===== src/rtl/l1_l2_arbiter_pkg.sv =====
// -----------------------------------------------------------------------------
// l1_l2_arbiter_pkg
//   Shared cache package for the L1 -> L2 arbiter.
//   Contents:
//     LINE_WIDTH  - default cache line width in bits (256)
//     arb_state_e - arbiter FSM states (IDLE, SERVE_I, SERVE_D)
//     req_id_e    - requester identity (I-cache or D-cache)
//     l2_cmd_t    - latched L2 command (line address + operation)
// -----------------------------------------------------------------------------
package l1_l2_arbiter_pkg;

  localparam int unsigned LINE_WIDTH = 256;

  typedef enum logic [1:0] {
    IDLE    = 2'd0,
    SERVE_I = 2'd1,
    SERVE_D = 2'd2
  } arb_state_e;

  typedef enum logic {
    REQ_I = 1'b0,
    REQ_D = 1'b1
  } req_id_e;

  typedef struct packed {
    logic [31:0] addr;
    logic        write;
  } l2_cmd_t;

endpackage : l1_l2_arbiter_pkg


===== src/rtl/rr_grant2.sv =====
// -----------------------------------------------------------------------------
// rr_grant2
//   Two-requester round-robin grant (purely combinational).
//   Ports:
//     req_i      in  I-cache request
//     req_d      in  D-cache request
//     last_grant in  requester granted most recently
//     gnt_valid  out at least one request is pending
//     gnt_id     out requester to grant (meaningful when gnt_valid)
// -----------------------------------------------------------------------------
module rr_grant2
  import l1_l2_arbiter_pkg::*;
(
  input  logic    req_i,
  input  logic    req_d,
  input  req_id_e last_grant,
  output logic    gnt_valid,
  output req_id_e gnt_id
);

  always_comb begin
    // NOTE: every output gets a default before any branch so no latch is inferred.
    gnt_valid = req_i | req_d;
    gnt_id    = REQ_I;
    if (req_i && req_d) begin
      // On a tie, the side that did not win last time goes next.
      gnt_id = (last_grant == REQ_I) ? REQ_D : REQ_I;
    end else if (req_d) begin
      gnt_id = REQ_D;
    end
  end

endmodule : rr_grant2


===== src/rtl/l1_l2_arbiter.sv =====
// -----------------------------------------------------------------------------
// l1_l2_arbiter
//   Shares one L2 port between an I-cache and a D-cache. A request seen in
//   IDLE is granted (round-robin on ties, D first after reset), its address,
//   operation and write data are latched, and the L2 request is driven from
//   those registers until l2_resp, which is forwarded combinationally as the
//   granted side's one-cycle resp. At least one IDLE cycle separates grants.
//   Ports:
//     clk, rst                       clock, synchronous active-high reset
//     i_read, i_address              I-cache read request (held until i_resp)
//     i_rdata, i_resp                I-cache returned line / completion pulse
//     d_read, d_write, d_address,
//     d_wdata                        D-cache request (held until d_resp)
//     d_rdata, d_resp                D-cache returned line / completion pulse
//     l2_read, l2_write, l2_address,
//     l2_wdata                       request to L2
//     l2_rdata, l2_resp              L2 returned line / completion pulse
// -----------------------------------------------------------------------------
module l1_l2_arbiter
  import l1_l2_arbiter_pkg::*;
#(
  parameter int unsigned width = LINE_WIDTH
) (
  input  logic             clk,
  input  logic             rst,
  input  logic             i_read,
  input  logic [31:0]      i_address,
  output logic [width-1:0] i_rdata,
  output logic             i_resp,
  input  logic             d_read,
  input  logic             d_write,
  input  logic [31:0]      d_address,
  input  logic [width-1:0] d_wdata,
  output logic [width-1:0] d_rdata,
  output logic             d_resp,
  output logic             l2_read,
  output logic             l2_write,
  output logic [31:0]      l2_address,
  output logic [width-1:0] l2_wdata,
  input  logic [width-1:0] l2_rdata,
  input  logic             l2_resp
);

  arb_state_e       state_q, state_d;
  req_id_e          last_q, last_d;
  l2_cmd_t          cmd_q, cmd_d;
  logic [width-1:0] wdata_q, wdata_d;

  logic    gnt_valid;
  req_id_e gnt_id;

  rr_grant2 u_rr_grant2 (
    .req_i      (i_read),
    .req_d      (d_read | d_write),
    .last_grant (last_q),
    .gnt_valid  (gnt_valid),
    .gnt_id     (gnt_id)
  );

  // Read data is only meaningful in the cycle of the matching resp.
  assign i_rdata    = l2_rdata;
  assign d_rdata    = l2_rdata;
  // L2 address/data come solely from the latched command, so requesters may
  // change or drop their inputs once granted.
  assign l2_address = cmd_q.addr;
  assign l2_wdata   = wdata_q;

  always_comb begin
    state_d  = state_q;
    last_d   = last_q;
    cmd_d    = cmd_q;
    wdata_d  = wdata_q;
    l2_read  = 1'b0;
    l2_write = 1'b0;
    i_resp   = 1'b0;
    d_resp   = 1'b0;

    unique case (state_q)
      IDLE: begin
        // l2_resp is ignored here: no transaction is outstanding.
        if (gnt_valid) begin
          if (gnt_id == REQ_D) begin
            state_d     = SERVE_D;
            cmd_d.addr  = d_address;
            // Read and write together is treated as a write.
            cmd_d.write = d_write;
            wdata_d     = d_wdata;
          end else begin
            state_d     = SERVE_I;
            cmd_d.addr  = i_address;
            cmd_d.write = 1'b0;
          end
        end
      end

      SERVE_I: begin
        l2_read = 1'b1;
        if (l2_resp) begin
          i_resp  = 1'b1;
          last_d  = REQ_I;
          state_d = IDLE;
        end
      end

      SERVE_D: begin
        l2_read  = ~cmd_q.write;
        l2_write = cmd_q.write;
        if (l2_resp) begin
          d_resp  = 1'b1;
          last_d  = REQ_D;
          state_d = IDLE;
        end
      end

      default: state_d = IDLE;
    endcase
  end

  always_ff @(posedge clk) begin
    // NOTE: sequential state uses non-blocking assignments so every flop samples pre-edge values.
    if (rst) begin
      state_q <= IDLE;
      last_q  <= REQ_I;   // D wins the first tie after reset
      cmd_q   <= '0;
      wdata_q <= '0;
    end else begin
      state_q <= state_d;
      last_q  <= last_d;
      cmd_q   <= cmd_d;
      wdata_q <= wdata_d;
    end
  end

endmodule : l1_l2_arbiter


===== config.mk =====
export PLATFORM = sky130hd
export DESIGN_NAME = l1_l2_arbiter
export DESIGN_NICKNAME = d
export VERILOG_FILES = /design/src/rtl/l1_l2_arbiter_pkg.sv /design/src/rtl/rr_grant2.sv /design/src/rtl/l1_l2_arbiter.sv
export SDC_FILE = /design/constraint.sdc
export NUM_CORES = 1
export LEC_CHECK = 0
export BUFFER_PORTS_ARGS = -buffer_cell sky130_fd_sc_hd__buf_2
export CAP_MARGIN = 10
export CORE_AREA = 10 10 539 541
export CTS_CLUSTER_SIZE = 16
export DETAILED_ROUTE_END_ITERATION = 8
export DIE_AREA = 0 0 549 551
export PLACE_DENSITY = 0.3
export SLEW_MARGIN = 30
export SYNTH_ARGS = -nofsm -noshare
export SYNTH_HDL_FRONTEND = slang
export SYNTH_HIERARCHICAL = 1
export SYNTH_SLANG_ARGS = --single-unit

===== constraint.sdc =====
create_clock -name clk -period 2.2 [get_ports clk]
set_input_delay 0.22 -clock clk [delete_from_list [all_inputs] [get_ports clk]]
set_output_delay 0.22 -clock clk [all_outputs]
set_load 0.005 [all_outputs]

---- After elaboration in Yosys (flattened, before gate mapping) ----
Index checks and enable logic that the tools add are counted.
storage, ports and cells
  register bits ........................... 292
  latch bits .............................. 0
  memory bits (writable) .................. 0
  memory bits (read-only) ................. 0
  output and inout port bits .............. 804
  word-level logic and storage cells ...... 38
  memories ................................ 0
cells by class
  add/sub/neg operators ................... 0
  $mul .................................... 0
  divide/modulo/power cells ............... 0
  $lt $le $gt $ge ......................... 0
  equality and inequality tests ........... 6
  shift-type cells ........................ 0
  muxes and demuxes ....................... 16
  bitwise logic cells ..................... 3
  reductions and logical operators ........ 8
operator list
  operator                                                                  count
  33-bit 2-to-1 mux                                                         1
  1-bit 2-to-1 mux                                                          9
  2-bit 2-to-1 mux                                                          3
  2-bit inequality test (second input constant)                             3
  3-bit AND reduction                                                       2
  1-bit case mux with 2 select lines                                        2
  2-bit case mux with 2 select lines                                        1
  2-bit AND reduction                                                       2
  2-bit by 1-bit equality test with 1-bit output (second input constant)    1
  2-bit equality test (second input constant)                               1
  2-bit zero test                                                           1
  2-bit by 1-bit inequality test with 1-bit output (second input constant)  1
  1-bit bitwise OR                                                          2
  2-bit nonzero test                                                        1
  2-bit OR reduction                                                        1
  1-bit logical AND                                                         1
  1-bit NOT                                                                 1

---- Longest topological paths before layout ----
  depth after elaboration ................. 6
  depth in mapped cells ................... 9
  depth with buffers taken out ............ 5

---- By module ----
The synthesis kept the hierarchy.
modules (own cells, without submodules)
  module         instances  cells an instance  area each (um2)  sequential area each (um2)
  l1_l2_arbiter  1          1830               14619.0          5845.6
  rr_grant2      1          2                  13.8             0.0

---- Worst setup path before layout ----
Ideal clock, no wire load.
  path kind ............................... input-to-reg
  start point ............................. in d_write
  end point ............................... reg wdata_q[225], in the netlist l2_wdata[225]
  library setup time ...................... 0.132 ns
  data arrival time ....................... 1.499 ns
  required time ........................... 2.068 ns
  path slack .............................. 0.569 ns
  stages on the path ...................... 8
  buffers on the path ..................... 3
  cell sequence ........................... or2_2 > or2_1 > and3_1 > buf_4 > buf_4 > buf_4 > nand2_1 > a21oi_1
between the ends
  elaborated cells between the ends (all ways) .. 6
  classes of those cells .................. mux (2); bitwise (2); reduce/logical (2)
RTL lines
  what                                  RTL line              text
  start: declaration                    l1_l2_arbiter.sv:31   input logic d_write,
  1-bit bitwise OR                      l1_l2_arbiter.sv:54   .req_d (d_read | d_write),
  1-bit bitwise OR                      rr_grant2.sv:23       gnt_valid = req_i | req_d;
  net gnt_valid                         l1_l2_arbiter.sv:49   logic gnt_valid;
  3-bit AND reduction (no source line)  n/a
  end signal: assignment                l1_l2_arbiter.sv:130  wdata_q <= wdata_d;
  end: declaration                      l1_l2_arbiter.sv:47   logic [width-1:0] wdata_q, wdata_d;
The timed path passes the listed nets, and every way through them passes these cells.
A chain may end at the register's enable or synchronous reset.

---- Final worst setup path ----
  start point ............................. in d_write
  end point ............................... reg cmd_q (netlist bit l2_address[14])
between the ends
  cells in the longest elaborated chain, start to end .. 4
  elaborated cells between the ends (all ways) .. 7
  classes of those cells .................. mux (3); bitwise (2); reduce/logical (2)
ends and longest elaborated chain
  what                                                   RTL line                          text
  1-bit bitwise OR *                                     l1_l2_arbiter.sv:54
  1-bit 2-to-1 mux or 1-bit logical AND (tied branches)  rr_grant2.sv:28, rr_grant2.sv:25
  1-bit 2-to-1 mux *                                     rr_grant2.sv:25                   if (req_i && req_d) begin
  net gnt_id                                             l1_l2_arbiter.sv:50               req_id_e gnt_id;
  33-bit 2-to-1 mux *                                    l1_l2_arbiter.sv:82               if (gnt_id == REQ_D) begin
  end signal: assignment                                 l1_l2_arbiter.sv:129              cmd_q <= cmd_d;
  end: declaration                                       l1_l2_arbiter.sv:46               l2_cmd_t cmd_q, cmd_d;
The timed path passes the listed nets; every way through them passes the cells marked *.

==> key figures <==
Floorplan
  • # IOs: around 1.4k
  • Die X: about 550 µm
  • Core area: ~280,000 µm²
  • Die area: 302,000 µm²
  • Initial Utilization: around 5.2%
  • Chip Height: ~550 µm
  • # rows: 194

GRT
  • Vias in the first global route: ~15k
  • Initial antenna violation count: 68
  • Largest net degree at the start of global routing: 70
  • Remaining Overflow, GRT: 0
  • Global-route wire length before repair: 186,000 µm
  • GRT Util Overall: 9.69%

STA
  • Setup TNS: -0.00174 ns
  • RSZ-0062 raised after global routing: true
  • Setup WS post-layout: -0.00174 ns
  • F_max: between 400 and 500 MHz
  • Final setup viols: 1
  • Slew @ Worst Pin: around 0.65 ns
  • Max Slew Vio Count: 0
  • Hold Fails Final Rpt: 0
  • Tcrit/Tclk final: 100%
  • Slew HR: 56.9%
  • Period minus WS final: around 2.2 ns
  • Setup Skew: about 0.064 ns

Setup path
  • R2r startpoint: last_q
  • CP bufs+invs: 4
  • Most used cell, CP: dlygate4sd3_1
  • Worst reg-to-reg setup slack: around 0.08 ns
  • Cells along the critical path: dlygate4sd3_1 > buf_2 > or2_2 > a21boi_4 > buf_12 > mux2i_1 > dlygate4sd3_1 > a211oi_1
  • Critical path data arrival time: around 2.8 ns
  • WP data required: approximately 2.8 ns
  • Critical Path Sink Type: flop
  • Slowest CP cell: dlygate4sd3_1
  • CP max stage delay: 0.59 ns
  • Top delay family on crit path: buffers and inverters
  • CP Launch Type: primary input
  • Cells on worst reg2reg path: 5
  • Crit path kind: in -> reg
  • Worst Path Max Fanout: 34
  • Critical R2R Capture: l2_address[14]

CTS
  • Clock Latency Late Sink: 0.71 ns
  • Reg clk slew, reported paths: around 0.06 ns
  • CTS Buf Count: 48
  • Clock sinks: between 200 and 300
  • Root buffer cell: clkbuf_16
  • H-tree depth: 2
  • CTS max path bufs: 3
  • CTS tree: done

Place
  • GPL Wtd Cong: about 0.74
  • Port buffer count: between 600 and 700
  • Placed Cells: between 5k and 6k
  • Detailed Place HPWL: 137,000 µm

Synthesis
  • Synth warnings: 6
  • Register area share after synthesis: about two fifths
  • Largest cells by area after synthesis: dfxtp_1 (40%), buf_4 (28%), nand2_1 (13%), a21oi_1 (8.9%), mux2i_1 (2.2%)
  • Synth cell types: 26
  • Mapped Avg Cell Area: 7.99 µm²
  • Synth area leader: dfxtp_1
  • Post-synthesis cell count: between 1.5k and 2k
  • Mapped Nets: 2,418
  • Top-area cell type share of the netlist area: 39.9%
  • Post-synthesis register bit count: ~290
  • Post-Syn Area: between 10,000 and 15,000 µm²

Routing
  • Via count: 13.8k
  • Drt drc: 0
  • Initial drt markers: 710
  • Routed wire length: 155,000 µm
  • Initial DRT Pass Iterations: 5
  • Via-to-Cell Ratio: approximately 2.3
  • Final ANT Viol Nets: 0
  • Drt wl/cell: approximately 26 µm

Status
  • Status: finished, violations left
  • Failing checks: negative setup slack

Pwr
  • Clock Power Share: about two fifths
  • Pwr/cell area: between 800 and 900 nW/µm²
  • Leak: approximately 9 nW
  • Switching Share: a little over a third
  • VDD IR max: slightly above 0.6 mV
  • Combinational Power Share: between 20% and 30%
  • Internal power: between 10 and 15 mW
  • Switching power: just over 7 mW
  • Register share of total power: between 30% and 40%

Layout
  • Most common cell after layout, fill and taps aside: buf_2
  • Share of layout cells above drive strength 1: 33.2%
  • Commonest non-fill, non-tap cells in the layout: buf_2 (615), nand2_1 (513), dlygate4sd3_1 (325)
  • Layout Nets: 2,810
  • Post-Layout Cell Count: around 6k
  • Area delta synth->final: 58.8%

Run
  • Max cap viols: 0

Min path
  • Hold EP: state_q[1]
  • Hold Crit Start: i_read
  • WHS Path Cells: 5
  • Worst hold path class: in -> reg
## metal layers
metal  up-vias  global-route usage [%]  share of wire (%)
met4         8                    3.86                4.9
li1       6080                       -                  -
met5         -                   0.172              0.077
met3       433                    11.7                 26
met2      1125                    14.6                 42
met1      6144                    7.57                 27
## power groups by stage
| stage | Clock [mW] | Combinational, mW | Sequential [mW] |
|---|---|---|---|
| 6_report | 8.38 | 5.21 | 6.35 |
| 5_1_grt | 9.01 | 5.92 | 6.44 |
| 4_1_cts | 8.83 | 5.51 | 6.36 |
| 3_5_place_dp | 0 | 4.89 | 6.46 |
| 3_3_place_gp | 0 | 4.90 | 6.45 |
| 2_1_floorplan | 0 | 2.72 | 6.44 |
## final cells by class
cell class,instances,area (µm²)
Timing Repair Buffer,986,6900
Sequential cell,292,5850
Clock inverter,25,337
Multi-Input combinational cell,894,4120
Tap cell,3724,4660
Clock buffer,63,1360
Fill cell,32700,256000
Inverter,2,7.51
Antenna cell,7,17.5
## repair_timing
action / 4_1_cts / 5_1_grt
hold endpoints to repair: 292 / 0
gates resized for setup: 0 / 2
setup endpoints to repair: 0 / 3
setup buffers: 0 / 3
hold buffers: 325 / 0
## stage by stage
step	instance area (µm²)	hold slack (ns)	setup WS [ns]	util [%]	power, mW
2_1_floorplan	14600	0.356	0.569	-	9.16
3_3_place_gp	18200	0.439	0.116	6.54	11.4
3_5_place_dp	18200	0.440	0.109	6.54	11.4
4_1_cts	23200	0.00961	0.0117	8.32	20.7
5_1_grt	23200	0.0462	-0.0101	8.33	21.4
6_report	23200	0.0943	-0.00174	8.33	19.9
## worst register-to-register path: stages, from the launching register on
cell	delay [ns]
dfxtp_1	0.34
a21boi_4	0.24
buf_12	0.24
mux2i_1	0.35
dlygate4sd3_1	0.60
a211oi_1	0.26
## synth_stat cells, drive strengths merged
library cell,count
a211oi,32
a21boi,1
a21oi,259
a22oi,1
and2,4
and3,1
buf,610
clkbuf,34
dfxtp,292
ha,4
inv,2
mux2i,32
nand2,513
nand2b,1
nand3,1
nand3b,1
nor2,34
nor2b,3
o21a,1
o21ai,3
or2,2
or3,1
## flip-flops by register name (all words and copies together), names as in the netlist
signal,count
state_q,2
cmd_q,1
last_q,1
l2_address,32
l2_wdata,256
## logic make-up after synthesis
family / after synthesis / share of synthesized area (%)
simple gates: 561 / 14.6
compound gates: 297 / 10.8
buf+inv: 646 / 32.1
flops: 292 / 39.9
mux: 32 / 2.19
fa+ha+maj: 4 / 0.342
## how the worst max path moves through the flow
stage / startpoint / end / slack, ns / cells past startpoint
after global routing: last_q / l2_address[14] / -0.01 / 5
after global placement: d_write / l2_wdata[9] / 0.12 / 8
after floorplan: d_write / l2_wdata[225] / 0.57 / 8
final: d_write / l2_address[14] / -0.002 / 8
after CTS: state_q[0] / l2_read / 0.01 / 5
after detailed placement: d_write / l2_wdata[9] / 0.11 / 8
(Power assumes the default switching activity.)
